--- src/rtl/rpi_serial_rx.sv ---
// Raspberry Pi serial receiver: oversamples the asynchronous Pi bit clock,
// data and frame lines on clk_in, deserializes MSB-first words and hands
// them to the audio datapath through a valid/ack register. Framing errors,
// mid-word timeouts and overruns are reported as single-cycle pulses.
module rpi_serial_rx #(
  parameter int unsigned WORD_WIDTH     = 16,
  parameter int unsigned TIMEOUT_CYCLES = 1024
) (
  input  logic                  clk_in,
  input  logic                  reset,
  input  logic                  rpi_clk,
  input  logic                  rpi_data,
  input  logic                  rpi_frame,
  output logic [WORD_WIDTH-1:0] data_out,
  output logic                  data_valid,
  input  logic                  data_ack,
  output logic                  frame_error,
  output logic                  overrun,
  output logic                  busy
);

  localparam int unsigned CNT_W = $clog2(WORD_WIDTH) + 1;
  localparam int unsigned TMO_W = (TIMEOUT_CYCLES > 1) ? $clog2(TIMEOUT_CYCLES) : 1;
  localparam logic [CNT_W-1:0] LAST_BIT = CNT_W'(WORD_WIDTH - 1);
  localparam logic [TMO_W-1:0] TMO_LAST = TMO_W'(TIMEOUT_CYCLES - 1);

  typedef enum logic [1:0] {
    IDLE     = 2'd0,
    SHIFT    = 2'd1,
    WAIT_LOW = 2'd2
  } state_e;

  // Synchronizer and edge-detect registers
  logic clk_s1_q, clk_s2_q, clk_prev_q;
  logic data_s1_q, data_s2_q;
  logic frame_s1_q, frame_s2_q;

  // Receive state
  state_e                state_q, state_d;
  logic [WORD_WIDTH-2:0] shift_q, shift_d;
  logic [CNT_W-1:0]      bit_cnt_q, bit_cnt_d;
  logic [TMO_W-1:0]      tmo_q, tmo_d;

  // Output registers
  logic [WORD_WIDTH-1:0] data_out_q, data_out_d;
  logic                  data_valid_q, data_valid_d;
  logic                  frame_error_q, frame_error_d;
  logic                  overrun_q, overrun_d;
  logic                  busy_q, busy_d;

  // Combinational helpers
  logic                  rise_c;
  logic                  word_done_c;
  logic [WORD_WIDTH-1:0] word_c;

  assign rise_c = clk_s2_q & ~clk_prev_q;
  // The shift register keeps only the first W-1 bits; the final bit is
  // taken straight from the synchronizer when the word completes.
  assign word_c = {shift_q, data_s2_q};

  // Two-flop synchronizers for the Pi lines plus the delayed clock for edge detect
  always_ff @(posedge clk_in) begin
    if (reset) begin
      clk_s1_q   <= 1'b0;
      clk_s2_q   <= 1'b0;
      clk_prev_q <= 1'b0;
      data_s1_q  <= 1'b0;
      data_s2_q  <= 1'b0;
      frame_s1_q <= 1'b0;
      frame_s2_q <= 1'b0;
    end else begin
      clk_s1_q   <= rpi_clk;
      clk_s2_q   <= clk_s1_q;
      clk_prev_q <= clk_s2_q;
      data_s1_q  <= rpi_data;
      data_s2_q  <= data_s1_q;
      frame_s1_q <= rpi_frame;
      frame_s2_q <= frame_s1_q;
    end
  end

  // State register
  always_ff @(posedge clk_in) begin
    if (reset) begin
      state_q <= IDLE;
    end else begin
      state_q <= state_d;
    end
  end

  // Datapath and output registers
  always_ff @(posedge clk_in) begin
    if (reset) begin
      shift_q       <= '0;
      bit_cnt_q     <= '0;
      tmo_q         <= '0;
      data_out_q    <= '0;
      data_valid_q  <= 1'b0;
      frame_error_q <= 1'b0;
      overrun_q     <= 1'b0;
      busy_q        <= 1'b0;
    end else begin
      shift_q       <= shift_d;
      bit_cnt_q     <= bit_cnt_d;
      tmo_q         <= tmo_d;
      data_out_q    <= data_out_d;
      data_valid_q  <= data_valid_d;
      frame_error_q <= frame_error_d;
      overrun_q     <= overrun_d;
      busy_q        <= busy_d;
    end
  end

  // Next-state, shifting, timeout and handshake logic
  always_comb begin
    state_d       = state_q;
    shift_d       = shift_q;
    bit_cnt_d     = bit_cnt_q;
    tmo_d         = tmo_q;
    data_out_d    = data_out_q;
    data_valid_d  = data_valid_q;
    frame_error_d = 1'b0;
    overrun_d     = 1'b0;
    word_done_c   = 1'b0;

    // Consumer acknowledge drops the pending flag on the next edge
    if (data_ack && data_valid_q) begin
      data_valid_d = 1'b0;
    end

    case (state_q)
      IDLE: begin
        if (frame_s2_q) begin
          state_d   = SHIFT;
          bit_cnt_d = '0;
          tmo_d     = '0;
        end
      end

      SHIFT: begin
        // A falling frame wins over a coincident clock edge
        if (!frame_s2_q) begin
          state_d       = IDLE;
          frame_error_d = (bit_cnt_q != '0);
          bit_cnt_d     = '0;
          tmo_d         = '0;
        end else if (rise_c) begin
          shift_d = word_c[WORD_WIDTH-2:0];
          tmo_d   = '0;
          if (bit_cnt_q == LAST_BIT) begin
            bit_cnt_d   = '0;
            word_done_c = 1'b1;
          end else begin
            bit_cnt_d = bit_cnt_q + CNT_W'(1);
          end
        end else if (bit_cnt_q != '0) begin
          // Stalled mid-word: abort once the counter reaches its last value
          if (tmo_q == TMO_LAST) begin
            frame_error_d = 1'b1;
            state_d       = WAIT_LOW;
          end else begin
            tmo_d = tmo_q + TMO_W'(1);
          end
        end
      end

      WAIT_LOW: begin
        if (!frame_s2_q) begin
          state_d = IDLE;
        end
      end

      default: begin
        state_d = IDLE;
      end
    endcase

    // A completed word always loads; overrun only if the old one was never taken
    if (word_done_c) begin
      data_out_d   = word_c;
      data_valid_d = 1'b1;
      overrun_d    = data_valid_q & ~data_ack;
    end

    busy_d = (state_d == SHIFT);
  end

  assign data_out    = data_out_q;
  assign data_valid  = data_valid_q;
  assign frame_error = frame_error_q;
  assign overrun     = overrun_q;
  assign busy        = busy_q;

endmodule

--- config.mk ---
export PLATFORM = sky130hd
export DESIGN_NAME = rpi_serial_rx
export DESIGN_NICKNAME = d
export VERILOG_FILES = /design/src/rtl/rpi_serial_rx.sv
export SDC_FILE = /design/constraint.sdc
export NUM_CORES = 1
export LEC_CHECK = 0
export CAP_MARGIN = 10
export CORE_MARGIN = 5
export CORE_UTILIZATION = 30
export CTS_CLUSTER_DIAMETER = 150
export DETAILED_ROUTE_END_ITERATION = 12
export GPL_TIMING_DRIVEN = 0
export SLEW_MARGIN = 30
export SYNTH_ARGS = -nofsm -noshare
export SYNTH_HDL_FRONTEND = slang
export SYNTH_SLANG_ARGS = --single-unit
--- constraint.sdc ---
create_clock -name clk_in -period 4.3 [get_ports clk_in]
set_input_delay 0.86 -clock clk_in [delete_from_list [all_inputs] [get_ports clk_in]]
set_output_delay 0.86 -clock clk_in [all_outputs]
set_load 0.05 [all_outputs]
==> results.md <==
- Status: finished, final reports clean
- Routed Antenna Nets: 0
- Seq pwr share: 49.1%
- P&R area growth vs syn: 25.3%
- Critical path arrival: 1.49 ns
- Power per standard cell area: 386 nW/µm²
- Clk pwr share: 48.0%
- Total negative slack: 0 ns
- Postcts setup bufs: 0
- Final wirelength: 4860 µm
- CP Class: register to output port
- Comb pwr share: 2.8%
- Clk Latency, worst-skew pair: 0.34 ns
- Required @ worst endpoint: 3.44 ns
- Count of final setup violators: 0
- Nets: 325
- Leak: 0.000960 µW
- First-pass GRT wire length: 8400 µm
- Synth Area in XOR/XNOR: 0%
- Post-CTS Hold Fix Bufs: 0
- Syn nets: 289
- Port Buf Inserts: 25
- Final Hold Violating Endpoints: 0
- Post-CTS sizing: 0
- Yosys cell types: 42
- Worst Skew: 0.00774 ns
- Layout cell share with drive strength beyond 1: 8.41%
- Post-route minimum period: 2.35 ns
- Compound-gate portion of the synthesized area: 15.2%
- Largest net degree at the start of global routing: 11
- Levels on crit path: 1
- Crit share post-route: 54.6%
- Fmax: 426 MHz
- Initial antenna violation count: 0
- Die Y: 97.9 µm
- # DRC: 0
- Worst Setup End Kind: output port
- Slew margin rel.: 59.7%
- Routability-driven placement congestion ratio: 0.777
- Post-Synth Simple-Gate Area: 27.4%
- 1st-iter DRT viols: 67
- Avg Inst Size Synth: 8.28 µm²
- Pwr Total: 1120 µW
- Post-synth EDFFs: 0
- Max Cap Viol: 0
- Hold crit path type: register to register
- Tot GR Track Use: 10.8%
- Clk root buf: clkbuf_8
- TritonCTS Buffers: 9
- RSZ-0062 raised after global routing: no
- Max clock buf depth: 2
- Sw Pwr: 236 µW
- 1st-pass router iterations: 4
- CP bufs+invs: 1
- Worst slew pin tran: 0.602 ns
- Worst path top cell family by delay: buffers and inverters
- Starting density of the core: 30.5%
- Adder-cell share of the synthesized area: 1.62%
- CP startpoint kind: register
- Syn Inst Count: 280
- Slew Viols, Final: 0
- Hpwl dp: 3380 µm
- CP Max Fanout: 2
- Hold depth: 1
- Vias: 1960
- Peak VDD IR: 0.130 mV
- Clk slew on worst S/H paths: 0.06 ns
- Mux contribution to synthesized area: 0.863%
- Drt wl/cell: 11.5 µm
- Vias per cell: 4.63
- Placed cell areas: 2700 µm²
- Vias in the first global route: 1869
- Internal power: 886 µW
- Largest stage delay on the critical path: 0.81 ns
- Post-synthesis register bit count: 59
- I/O pin count: 26
- Syn Std Cell Area: 2320 µm²
- CTS tree: yes
- Main synth FF type: dfxtp_1
- Asr flop ratio synth: 0%
- Die Area: 9590 µm²
- Clock sinks: 59
- Die Wd: 97.9 µm
- Diodes inserted: 0
- Site Rows: 32
- Seq/Total Area, Yosys: 50.9%
- Core ar.: 7610 µm²
- Post-route cell area: 2910 µm²
- Largest family of logic cells by synthesized area: simple AND/OR/NAND/NOR gates
- H-tree depth: 3
- Grt ovf: 0
- Cell depth of the worst flop-to-flop path: 8
- Switching share of power: 21.0%
- Synth warn: 0
- Max stage delay cell, worst path: clkdlybuf4s50_1
- CP cell instances: clkdlybuf4s50_1
[state kept, by name, summed over array words and instances, names as in the netlist]
register     count
data_s2_q        1
frame_error      1
data_s1_q        1
data_out        16
frame_s1_q       1
clk_s2_q         1
shift_q         15
clk_s1_q         1
state_q          2
bit_cnt_q        5
frame_s2_q       1
busy             1
overrun          1
tmo_q           10
data_valid       1
clk_prev_q       1
[worst reg2reg max path: stages (launching register included)]
cell     delay [ns]
dfxtp_1        0.35
inv_1          0.08
ha_1           0.18
or4b_1         0.23
o31ai_1        0.11
a41o_1         0.24
buf_2          0.17
or4_1          0.47
a21oi_1        0.14
[final cells by class]
class	instances	area, µm²
Fill cell	827	4700
Sequential cell	59	1180
Multi-Input combinational cell	201	1040
Timing Repair Buffer	25	250
Clock buffer	11	131
Tap cell	102	128
Clock inverter	5	77.6
Buffer	15	73.8
Inverter	5	18.8
[Yosys cell counts, types with 3 or more instances]
| cell | count | area share, % |
|---|---|---|
| a21oi_1 | 43 | 9.3 |
| buf_2 | 5 | 1.1 |
| clkbuf_1 | 7 | 1.1 |
| dfxtp_1 | 59 | 51 |
| ha_1 | 3 | 1.6 |
| inv_1 | 5 | 0.81 |
| nand2_1 | 75 | 12 |
| nand2b_1 | 4 | 1.1 |
| nand3_1 | 6 | 1.3 |
| nor2_1 | 14 | 2.3 |
| nor2b_1 | 10 | 2.7 |
| o21ai_0 | 6 | 1.3 |
| or3_1 | 5 | 1.3 |
[cells by family after synthesis]
family,after synthesis
simple gates,134
compound gates,62
flops,59
buf+inv,20
fa+ha+maj,3
mux,2
[power groups by stage]
stage | Sequential, µW | Combinational [µW] | Clock (µW)
floorplan | 564 | 18.8 | 0
global placement | 563 | 32.0 | 0
detailed placement | 563 | 32.2 | 0
CTS | 551 | 32.2 | 548
global route | 551 | 35.7 | 573
finish | 551 | 31.8 | 539
[final timing paths]
| path | start | to | slack, ns |
|---|---|---|---|
| worst max-delay path | data_out[0] | data_out[0] | 1.95 |
| worst max register to register | bit_cnt_q[0] | tmo_q[8] | 2.25 |
| worst min register to register | clk_s1_q | clk_s2_q | 0.43 |
| worst min-delay path | clk_s1_q | clk_s2_q | 0.43 |
[metal layers]
layer | share of wire (%) | track usage (%) | vias up
met4 | 2.8 | 7.56 | 0
met3 | 3.9 | 2.86 | 13
li1 | - | - | 1027
met2 | 44 | 16.3 | 36
met1 | 49 | 13.2 | 884
met5 | 0 | 0 | -
[placed cells by master (no fill, tap or decap), types with 3 or more instances in the layout]
cell,count
nand2_1,75
dfxtp_1,59
a21oi_1,43
clkdlybuf4s50_1,25
nor2_1,14
nor2b_1,10
clkbuf_1,9
clkbuf_8,9
nand3_1,6
o21ai_0,6
inv_1,5
buf_2,5
or3_1,5
nand2b_1,4
ha_1,3
[through the flow]
step	setup slack, ns	hold WS, ns	instances	util, %
finish	1.95	0.432	423	38.2
global route	1.89	0.458	423	38.2
CTS	1.94	0.434	423	38.2
detailed placement	1.78	0.420	407	35.4
global placement	1.82	0.416	407	35.4
floorplan	2.45	0.414	280	-
No activity file was read; power rests on OpenSTA's default activity.
